--- src/rtl/ufm_pkg.sv ---
// Shared UFM definitions used by the UFM reader and the burst fetcher.
package ufm_pkg;

  localparam int unsigned UFM_ADDR_W = 15;
  localparam int unsigned UFM_DATA_W = 8;

  typedef logic [UFM_ADDR_W-1:0] ufm_addr_t;

  typedef enum logic [1:0] {
    IDLE,
    FETCH,
    DRAIN
  } fetch_state_t;

endpackage

--- src/rtl/byte_fifo.sv ---
// Synchronous first-word fall-through FIFO; head is valid whenever count != 0.
module byte_fifo #(
  parameter int unsigned DEPTH = 4,
  parameter int unsigned WIDTH = 8
) (
  input  logic                   clk,
  input  logic                   rst,
  input  logic                   push,
  input  logic [WIDTH-1:0]       push_data,
  input  logic                   pop,
  input  logic                   flush,
  output logic [WIDTH-1:0]       head,
  output logic [$clog2(DEPTH):0] count,
  output logic                   empty,
  output logic                   full
);

  localparam int unsigned PTR_W = $clog2(DEPTH);
  localparam int unsigned CNT_W = PTR_W + 1;

  logic [WIDTH-1:0] mem [DEPTH];
  logic [PTR_W-1:0] wr_ptr;
  logic [PTR_W-1:0] rd_ptr;
  logic             push_ok;
  logic             pop_ok;

  assign push_ok = push && !full;
  assign pop_ok  = pop && !empty;
  assign empty   = (count == '0);
  assign full    = (count == CNT_W'(DEPTH));
  assign head    = mem[rd_ptr];

  // Pointers wrap naturally because DEPTH is a power of two.
  always_ff @(posedge clk) begin
    if (rst || flush) begin
      wr_ptr <= '0;
      rd_ptr <= '0;
      count  <= '0;
    end else begin
      if (push_ok) wr_ptr <= wr_ptr + PTR_W'(1);
      if (pop_ok)  rd_ptr <= rd_ptr + PTR_W'(1);
      count <= count + CNT_W'(push_ok) - CNT_W'(pop_ok);
    end
  end

  always_ff @(posedge clk) begin
    if (push_ok) mem[wr_ptr] <= push_data;
  end

endmodule

--- src/rtl/ufm_burst_fetcher.sv ---
// Walks consecutive UFM byte addresses, one request outstanding at a time,
// and streams the returned bytes to a consumer through a small FWFT FIFO.
module ufm_burst_fetcher
  import ufm_pkg::*;
#(
  parameter int unsigned DEPTH  = 4,
  parameter int unsigned ADDR_W = UFM_ADDR_W,
  parameter int unsigned LEN_W  = 15
) (
  input  logic                  clk,
  input  logic                  rst,
  input  logic                  start,
  input  logic [ADDR_W-1:0]     start_addr,
  input  logic [LEN_W-1:0]      length,
  input  logic                  abort,
  output logic                  busy,
  output logic                  done,
  output logic [UFM_DATA_W-1:0] out_data,
  output logic                  out_valid,
  input  logic                  out_ready,
  output logic [ADDR_W-1:0]     ufm_addr,
  output logic                  read_en,
  input  logic [UFM_DATA_W-1:0] ufm_data,
  input  logic                  ufm_valid
);

  localparam int unsigned CNT_W = $clog2(DEPTH) + 1;

  fetch_state_t      state;
  fetch_state_t      state_d;
  logic [LEN_W-1:0]  rem;
  logic [LEN_W-1:0]  rem_d;
  logic [ADDR_W-1:0] addr_d;
  logic              read_en_d;
  logic              done_d;
  logic              busy_d;
  logic [CNT_W-1:0]  fifo_count;
  logic [CNT_W-1:0]  count_d;
  logic              fifo_empty;
  logic              fifo_full;
  logic              flush;
  logic              accept;
  logic              push;
  logic              pop;

  // Abort wins over a coincident response or pop.
  assign flush     = abort && (state != IDLE);
  assign accept    = read_en && ufm_valid;
  assign push      = accept && !flush && !fifo_full;
  assign pop       = out_valid && out_ready && !flush;
  assign out_valid = !fifo_empty;
  assign count_d   = flush ? '0 : fifo_count + CNT_W'(push) - CNT_W'(pop);

  byte_fifo #(
    .DEPTH (DEPTH),
    .WIDTH (UFM_DATA_W)
  ) u_fifo (
    .clk       (clk),
    .rst       (rst),
    .push      (push),
    .push_data (ufm_data),
    .pop       (pop),
    .flush     (flush),
    .head      (out_data),
    .count     (fifo_count),
    .empty     (fifo_empty),
    .full      (fifo_full)
  );

  always_comb begin
    state_d = state;
    rem_d   = rem;
    addr_d  = ufm_addr;
    done_d  = 1'b0;
    unique case (state)
      IDLE: begin
        if (start) begin
          if (length != '0) begin
            state_d = FETCH;
            rem_d   = length;
            addr_d  = start_addr;
          end else begin
            done_d = 1'b1;
          end
        end
      end
      FETCH: begin
        if (abort) begin
          state_d = IDLE;
          done_d  = 1'b1;
        end else if (accept) begin
          addr_d = ufm_addr + ADDR_W'(1);
          rem_d  = rem - LEN_W'(1);
          if (rem == LEN_W'(1)) state_d = DRAIN;
        end
      end
      DRAIN: begin
        if (abort || (pop && fifo_count == CNT_W'(1))) begin
          state_d = IDLE;
          done_d  = 1'b1;
        end
      end
      default: state_d = IDLE;
    endcase
    // A request only issues with room guaranteed for its response.
    read_en_d = (state_d == FETCH) && (count_d < CNT_W'(DEPTH));
    // Busy covers the done cycle of a real burst, never a zero-length one.
    busy_d    = (state_d != IDLE) || (done_d && state != IDLE);
  end

  always_ff @(posedge clk) begin
    if (rst) begin
      state    <= IDLE;
      rem      <= '0;
      ufm_addr <= '0;
      read_en  <= 1'b0;
      done     <= 1'b0;
      busy     <= 1'b0;
    end else begin
      state    <= state_d;
      rem      <= rem_d;
      ufm_addr <= addr_d;
      read_en  <= read_en_d;
      done     <= done_d;
      busy     <= busy_d;
    end
  end

endmodule
--- config.mk ---
export PLATFORM = sky130hd
export DESIGN_NAME = ufm_burst_fetcher
export DESIGN_NICKNAME = d
export VERILOG_FILES = /design/src/rtl/ufm_pkg.sv /design/src/rtl/byte_fifo.sv /design/src/rtl/ufm_burst_fetcher.sv
export SDC_FILE = /design/constraint.sdc
export NUM_CORES = 1
export LEC_CHECK = 0
export CAP_MARGIN = 5
export CORE_ASPECT_RATIO = 1.5
export CORE_MARGIN = 2
export CORE_UTILIZATION = 58
export CTS_BUF_LIST = sky130_fd_sc_hd__clkbuf_4 sky130_fd_sc_hd__clkbuf_8
export CTS_CLUSTER_DIAMETER = 120
export DETAILED_ROUTE_END_ITERATION = 10
export PLACE_DENSITY = 0.85
export SLEW_MARGIN = 10
export SYNTH_ARGS = -nofsm -noshare
export SYNTH_HDL_FRONTEND = slang
export SYNTH_HIERARCHICAL = 1
export SYNTH_SLANG_ARGS = --single-unit
--- constraint.sdc ---
create_clock -name clk -period 6.5 [get_ports clk]
set_input_delay 0.975 -clock clk [delete_from_list [all_inputs] [get_ports clk]]
set_output_delay 0.975 -clock clk [all_outputs]
set_load 0.02 [all_outputs]
**Yosys cells after proc, flatten, opt, wreduce, memory -nomap -nowiden**

Memory sizes are Yosys's and may differ from the RTL's. A register that Yosys moved wholly into a read port is not among the register bits.
Index checks and enable logic that the tools add are counted.

- Flip-flop bits (word level): 42
- Memories: 1
- Logic and storage cells: 80
- Bits in writable memories: 32

- Reductions and logical operators: 24
- Mux-type cells: 27
- $lt $le $gt $ge: 1
- Add/subtract/negate cells: 8
- Equality and inequality tests: 10

Memory list:

| name | depth | width | read ports | clocked after memory_dff | write ports | line | text |
|---|---|---|---|---|---|---|---|
| u_fifo.mem | 4 | 8 | 1 | 1 | 1 | byte_fifo.sv:21 | `logic [WIDTH-1:0] mem [DEPTH];` |

Operators with widths:

| kind | count |
|---|---|
| two-way mux 15 bit | 8 |
| one-hot mux 15 bit (2 select lines) | 2 |
| two-way mux 2 bit | 8 |
| adder 15 x 1 -> 15 bit (second input constant) | 1 |
| == test 15 x 1 -> 1 bit (second input constant) | 1 |
| nonzero test 15 bit | 1 |
| subtractor 15 x 1 -> 15 bit (second input constant) | 1 |
| logical AND 1 bit | 11 |
| != test 2 bit (second input constant) | 4 |
| adder 3 x 1 -> 3 bit | 2 |
| two-way mux 1 bit | 6 |
| one-hot mux 2 bit (3 select lines) | 1 |
| nonzero test 2 bit | 3 |
| subtractor 3 x 1 -> 3 bit | 2 |
| AND reduction 5 bit | 1 |
| adder 2 x 1 -> 2 bit (second input constant) | 2 |
| == test 2 x 1 -> 1 bit (second input constant) | 2 |
| == test 3 x 1 -> 1 bit (second input constant) | 1 |
| == test 3 bit (second input constant) | 1 |
| logical NOT 1 bit | 3 |
| logical NOT 3 bit | 1 |
| logical OR 1 bit | 3 |
| < comparator 3 bit (second input constant) | 1 |
| two-way mux 3 bit | 1 |
| other kinds (3) | 3 |

**Logic depth before layout (Yosys ltp)**

Gate-level depths: netlist of the first run.

- Word-level depth: 10
- Depth in mapped cells: 12
- Mapped depth without buffers: 12

**Cells and area by module**

The synthesis of the first run kept the hierarchy.

By module, submodules not included:

| module | sequential area each (um2) | area an instance (um2) | times used | cells each |
|---|---|---|---|---|
| ufm_burst_fetcher | 700.7 | 2189.6 | 1 | 311 |
| byte_fifo | 1141.1 | 1636.6 | 1 | 92 |

**Worst setup path before layout of the first run**

OpenSTA, ideal clock, no wires.

- Kind: input to register
- Start point: input abort
- End point: register u_fifo.count[2]
- Path buffers: 0
- Stages: 11
- Slack: 3394 ps
- Required time: 6367 ps
- Arrival: 2973 ps
- Path through: nor2b_1 > nor3_1 > and2_4 > inv_1 > ha_1 > inv_1 > ha_1 > fa_1 > xnor2_1 > xnor2_1 > nor3_1

- Word-level cells in the longest chain between the ends: 7
- Elaborated cells on any way between the ends: 10
- Classes of those cells: add/sub: 2; reduce/logical: 8

Ends and longest elaborated chain:

| what | line | text |
|---|---|---|
| start, declared | ufm_burst_fetcher.sv:15 | `input logic abort,` |
| logical AND 1 bit | ufm_burst_fetcher.sv:47 | `assign flush = abort && (state != IDLE);` |
| logical NOT 1 bit | ufm_burst_fetcher.sv:49 | `assign push = accept && !flush && !fifo_full;` |
| logical AND 1 bit (2 in series) | ufm_burst_fetcher.sv:49 |  |
| via push | ufm_burst_fetcher.sv:43 | `logic push;` |
| logical AND 1 bit | byte_fifo.sv:27 | `assign push_ok = push && !full;` |
| adder 3 x 1 -> 3 bit | byte_fifo.sv:42 | `count <= count + CNT_W'(push_ok) - CNT_W'(pop_ok);` |
| subtractor 3 x 1 -> 3 bit | byte_fifo.sv:42 |  |
| end signal, assigned | byte_fifo.sv:42 |  |
| end, declared | byte_fifo.sv:13 | `output logic [$clog2(DEPTH):0] count,` |

The timed path passes the listed nets, and every way through them passes these cells.
A chain may end at the register's enable or synchronous reset.

**Worst setup path in the final report of the first run**

- Start point: input abort
- End point: register u_fifo.count[2]

- Word-level cells in the longest chain between the ends: 7
- Elaborated cells on any way between the ends: 10
- Classes of those cells: add/sub: 2; reduce/logical: 8

Ends and longest elaborated chain:

| what | line | text |
|---|---|---|
| logical AND 1 bit | ufm_burst_fetcher.sv:47 |  |
| via flush | ufm_burst_fetcher.sv:41 | `logic flush;` |
| logical NOT 1 bit | ufm_burst_fetcher.sv:49 |  |
| logical AND 1 bit (2 in series) | ufm_burst_fetcher.sv:49 |  |
| via push | ufm_burst_fetcher.sv:43 |  |
| logical AND 1 bit | byte_fifo.sv:27 |  |
| adder 3 x 1 -> 3 bit | byte_fifo.sv:42 |  |
| subtractor 3 x 1 -> 3 bit | byte_fifo.sv:42 |  |

The timed path passes the listed nets, and every way through them passes these cells.

==> reports/results.ini, run 1 <==
[setup_path]
r2r_start = state[1]
crit_chain = clkdlybuf4s50_1 -> nor2b_1 -> nor3_1 -> and2_4 -> inv_1 -> ha_1 -> inv_1 -> ha_1 -> fa_1 -> xnor2_1 -> xnor2_1 -> nor3_1
path_buf_inv = 3
critical_path_arrival_ps = 3750
critical_path_class = input port to flip-flop
r2r_cells = 5
cp-end-kind = flip-flop
critPathSlowestCell = nor3_1
r2r_setup_slack_ps = 3410
path_delay_family = simple AND/OR/NAND/NOR gates
critPathLaunch = abort
critPathMaxFanout = 7
cp.required_ps = 6720
slowest_delay_ps = 490
r2r_end = ufm_addr[6]
crit_path_start_kind = input port

[global_route]
grt_usage_pct = 25.1
grt_pass1_wl_um = 14400
grt_pass1_vias = 3134
grt_max_degree = 68
overflow = 0
antenna_found_initial = 0

[clock_tree]
cts_resized = 0
cts_tree = done
clkSlewWorstSetupHoldPaths_ps = 80
cts_buffer_depth = 2
clock-sinks = 76
clockRootBuffer = clkbuf_8
postCtsSetupBuffers = 0
clkLatencyLatePin_ps = 350
tritoncts.num_buffers = 9
ctsHoldBuffers = 0
htreeDepth = 3

[flow_run]
maxCapViolCount = 0

[place]
place_ws_ps = 2630
portBuffers = 70
post-dp-hpwl_um = 6270
dpl-instance-area_um2 = 4550
place.gp.congestion = 0.842

[synth]
yosysTopAreaCell = edfxtp_1
syn_area_per_cell_um2 = 9.49
synthTopCellsByArea = edfxtp_1, dfxtp_1, nand2_1, a21oi_1, mux4_2
synth-seq-cells = 76
synth_area_um2 = 3830
async_flop_share_pct = 0
syn_nets = 459
seq_area_frac_synth_pct = 48.1
postSynthCellCount = 403
ys_types = 53
synth_top_cell_area_share_pct = 25.1
yosysWarningCount = 6
synth-edff-count = 32
ys.flop_type = dfxtp_1

[routing]
vias_per_cell = 6.04
vias = 3296
remaining_drc_errors = 0
drtIter0Drc = 253
drtAntennaViolNets = 0
post_drt_wl_per_cell_um = 16.6
first_pass_iters = 4
wl_um = 9060

[layout]
area_growth_syn_to_layout_pct = 25.0
final_common_cell = clkdlybuf4s50_1
post-route-cell-area_um2 = 4780
layout_common_cells = clkdlybuf4s50_1, nand2_1, dfxtp_1, a21oi_1, edfxtp_1
nNetsFinal = 521
fillers = 468
drive_above_1_share_pct = 7.87
diodes = 0

[sta]
setup-tns-final_ps = 0
finalHoldViolCount = 0
rsz0062_at_grt = false
relSlewSlack_pct = 17.1
tightest_slew_ps = 1240
fin_skew_ps = 9.95
fmax_mhz = 284
finalCritPeriodShare_pct = 54.3
setup_viol = 0
setup_ws_ps = 2970
fin_crit_ps = 3530
drv_slew = 0

[power_and_ir_drop]
power_density_nw_per_um2 = 238
leakage_nw = 1.71
ir_drop_v = 0.000213

[status]
outcome = finished clean

[floorplanning]
io_pins = 71
dieArea_um2 = 7280
core_um2 = 6440
rows = 36
initial_utilization_pct = 59.4
die_h_um = 103
die_w_um = 70.3

[hold_path]
whs_path_depth = 2
hold_class = flip-flop to flip-flop
hp-start = rem[5]
min_to = rem[5]

## per-layer routing
layer | part of all wire, % | wire [µm] | up-vias | GRT usage (%)
li1 | - | - | 1602 | -
met1 | 38 | 3420 | 1525 | 26.4
met2 | 54 | 4880 | 148 | 48.1
met3 | 5.9 | 535 | 21 | 4.94
met4 | 2.5 | 231 | 0 | 10.9
met5 | 0 | 0 | - | 0
## state kept, by name, summed over array words and instances, names as in the netlist, named ones only
register / cells
u_fifo/mem: 32
rem: 15
ufm_addr: 15
u_fifo/count: 3
state: 2
u_fifo/rd_ptr: 2
u_fifo/wr_ptr: 2
busy: 1
done: 1
read_en: 1
## synth_stat cells (2+ instances only)
master,count
nand2_1,55
nor4_1,4
a22o_1,3
nor3b_1,2
xnor2_1,3
and3_2,4
edfxtp_1,32
or3_1,5
o31ai_1,3
mux4_2,8
clkbuf_1,11
a211oi_1,3
buf_2,7
o21ai_0,19
a31oi_1,8
o21a_1,2
o41ai_1,3
nand4b_1,2
a21o_1,7
ha_1,11
nor4_2,2
nand4_1,7
nand3b_1,3
nand2b_1,5
nor2_1,24
nor2b_1,3
and2_1,3
mux2i_1,3
o21ai_1,8
buf_1,3
o32ai_1,4
nand3_1,11
a21oi_1,40
inv_1,16
nor3_1,17
xor2_1,2
dfxtp_1,44
## layout make-up
type                       count  area (µm²)  share of cell area, %
clock inverter                 6        96.3                   2.01
timing repair buffer          73         723                   15.1
sequential                    76        1840                   38.5
tap                           76        95.1                   1.99
inverter                      16        60.1                   1.26
clock buffer                  10         131                   2.75
multi-input combinational    289        1830                   38.4
## power breakdown
| group | leakage [nW] | internal (W) | switching, W | total (W) |
|---|---|---|---|---|
| sequential | 0.649 | 0.000517 | 0.0000217 | 0.000539 |
| clock | 0.112 | 0.000225 | 0.000179 | 0.000404 |
| combinational | 0.945 | 0.0000883 | 0.000107 | 0.000195 |
| total | 1.71 | 0.000831 | 0.000307 | 0.00114 |
## worst register-to-register path, cell delays in order (launching register included)
cell and delay [ps]:
dfxtp_1 420, nand2b_2 950, or3_1 250, o21a_1 970, o21ai_0 240, a21oi_1 190
## stage by stage
stage / instances / utilization (%) / power, W / hold WS, ps
2_1_floorplan: 403 / - / 0.000664 / 458
4_1_cts: 546 / 74.2 / 0.00114 / 489
3_5_place_dp: 530 / 70.7 / 0.000742 / 478
3_3_place_gp: 530 / 70.7 / 0.000738 / 472
6_report: 546 / 74.2 / 0.00114 / 492
5_1_grt: 546 / 74.2 / 0.00119 / 537
## logic make-up after synthesis
group / Yosys count / synth area share (%)
AOI/OAI and AO/OA: 108 / 17.1
xor gates and xnor gates: 5 / 1.14
adders and majority gates: 12 / 4.12
buffers and inverters: 38 / 3.99
DFF: 76 / 48.1
muxes: 11 / 5.49
and+or+nand+nor: 153 / 20.0
## how the worst max path moves through the flow
| stage | end | slack, ps | depth (start not counted) |
|---|---|---|---|
| after floorplan | u_fifo/count[2] | 3390 | 11 |
| after global placement | u_fifo/count[2] | 2760 | 12 |
| after detailed placement | u_fifo/count[2] | 2630 | 12 |
| after CTS | u_fifo/count[2] | 3000 | 12 |
| after global routing | u_fifo/count[2] | 2790 | 12 |
| final | u_fifo/count[2] | 2970 | 12 |
Power figures use the tool's default switching activity.
==> run 2, diff against run 1 <==
Settings changed: CORE_UTILIZATION 58 to 49, PLACE_DENSITY 0.85 to 0.77.
Clock period 6.5 ns to 2.8 ns, I/O delays scaled along.
==> run 2 against run 1 <==
Effect of this change: hold slack got worse by 6.5 ps; critical path depth unchanged; utilization decreased by 10 points; clock skew increased by 2.7 ps; highest routed layer unchanged; register-to-register slack got worse by 3200 ps; clock power increased by 99%; final area increased by 2.2%; non-clock buffer count increased by 11.
==> reports/results.ini, run 2 (synthesis results as in run 1) <==
[layout]
drive_above_1_share_pct = 9.77  ; +1.9 points
reg_top3 = u_fifo/mem (32), rem (15), ufm_addr (15)
diodes = 0  ; unchanged
largest_reg_flops = 32  ; unchanged
nNetsFinal = 532  ; +2.1%
final_common_cell = clkdlybuf4s50_1
layout_common_cells = clkdlybuf4s50_1, nand2_1, dfxtp_1, a21oi_1, edfxtp_1
largest_register = u_fifo/mem
area_growth_syn_to_layout_pct = 27.7

[flow_run]
maxCapViolCount = 0  ; unchanged

[routing]
routed.top_layer = met4
vias_per_cell = 5.67  ; -6.1%
wl_met2_um = 4780  ; -2.1%
post_drt_wl_per_cell_um = 15.3  ; -7.6%
drtAntennaViolNets = 0  ; unchanged
remaining_drc_errors = 0  ; unchanged
wl_um = 8940  ; -1.3%
drtIter0Drc = 208  ; -18%
wl_met1_um = 3440  ; +0.70%
dr_wl_met3_um = 450  ; -16%
first_pass_iters = 4  ; unchanged
vias = 3305  ; +0.27%

[clock_tree]
htreeDepth = 3  ; unchanged
ctsHoldBuffers = 0  ; unchanged
clkSlewWorstSetupHoldPaths_ps = 80  ; about the same
clock-sinks = 76  ; unchanged
clockRootBuffer = clkbuf_8
cts_buffer_depth = 2  ; unchanged
cts_tree = done
tritoncts.num_buffers = 9  ; unchanged
cts_resized = 0  ; unchanged
clkLatencyLatePin_ps = 350  ; about the same
postCtsSetupBuffers = 0  ; unchanged

[sta]
fmax_mhz = 385
drv_slew = 0  ; unchanged
rsz0062_at_grt = false
finalCritPeriodShare_pct = 92.7
tightest_slew_ps = 696  ; -548 ps
fin_skew_ps = 12.6  ; +2.67 ps
finalHoldViolCount = 0  ; unchanged
relSlewSlack_pct = 53.2  ; +36 points
setup_ws_ps = 203  ; -2770 ps
setup_viol = 0  ; unchanged
fin_crit_ps = 2600
fin_hold_ws_ps = 485  ; -6.55 ps

[place]
portBuffers = 70  ; unchanged
place_ws_ps = -54.3  ; -2680 ps
post-dp-hpwl_um = 6390  ; +1.8%
place.gp.congestion = 0.833  ; -1.0%

[global_route]
grt_pass1_vias = 3263  ; +4.1%
grt_max_degree = 67  ; -1.5%
grt_pass1_wl_um = 14700  ; +2.5%
grt_usage_pct = 21.4  ; -3.7 points
overflow = 0  ; unchanged
antenna_found_initial = 0  ; unchanged

[floorplanning]
dieArea_um2 = 8550  ; +17%
io_pins = 71  ; unchanged
die_w_um = 76.2  ; +8.3%
initial_utilization_pct = 50.3  ; -9.1 points
die_h_um = 112  ; +8.5%
rows = 39  ; +8.3%
core_um2 = 7610  ; +18%

[power_and_ir_drop]
power_w = 0.00253  ; +120%
power_density_nw_per_um2 = 517  ; +120%
leakage_nw = 1.75  ; +2.7%
ir_drop_v = 0.000258  ; +21%

[setup_path]
critical_path_arrival_ps = 2820  ; -930 ps
cp-end-kind = flip-flop
critPathSlowestCell = dfxtp_1
crit_path_start_kind = flip-flop
crit_chain = nor2_1 -> nor2b_1 -> nor3_1 -> and2_4 -> inv_1 -> ha_1 -> inv_1 -> ha_1 -> fa_1 -> xnor2_1 -> xnor2_1 -> nor3_1
critical_path_class = flip-flop to flip-flop
slowest_delay_ps = 380  ; -110 ps
cp.required_ps = 3030  ; -3690 ps
critPathMaxFanout = 7  ; unchanged

[status]
outcome = finished clean

[hold_path]
hold_class = flip-flop to flip-flop

## run 2: report_power, final
group | switching (W) | total, W | internal, W
Combinational | 0.000254 | 0.000474 | 0.000220
Clock | 0.000398 | 0.000804 | 0.000406
Sequential | 0.0000484 | 0.00125 | 0.00120
## run 2: critical path: cells and delay by family, from the launching register on
| family | cells | cell delay (ps) |
|---|---|---|
| and+or+nand+nor | 5 | 870 |
| adders and majority gates | 3 | 820 |
| DFF | 1 | 380 |
| buffers and inverters | 2 | 80 |
| xor gates and xnor gates | 2 | 330 |
## run 2: final cells by class
| cell class | count | area (µm²) |
|---|---|---|
| tap | 102 | 128 |
| multi-input combinational | 289 | 1830 |
| clock inverter | 7 | 67.6 |
| clock buffer | 9 | 124 |
| sequential | 76 | 1840 |
| fill | 658 | 2730 |
| inverter | 16 | 60.1 |
| timing repair buffer | 84 | 831 |
## run 2: metrics by stage
| stage | util (%) | std cells | TNS, ps | cell area, µm² |
|---|---|---|---|---|
| final | 64.2 | 583 | 0 | 4890 |
| after global routing | 64.2 | 583 | 0 | 4890 |
| after CTS | 64.2 | 583 | 0 | 4890 |
| after detailed placement | 61.7 | 567 | -54.3 | 4690 |
| after global placement | 61.7 | 567 | -12.5 | 4690 |
| after floorplan | - | 403 | 0 | 3830 |
## run 2: worst paths after layout
check                           startpoint              end  slack, ps  cells past startpoint
worst min register to register      rem[5]           rem[5]        490                      2
worst max-delay path              state[0]  u_fifo/count[2]        200                     12
worst min-delay path                rem[5]           rem[5]        490                      2
worst max register to register    state[0]  u_fifo/count[2]        200                     12
## run 2: per-layer routing
layer	up-vias	track usage (%)
met5	-	0
met4	0	10.4
met3	18	4.34
met2	105	39.8
met1	1558	22.9
li1	1624	-
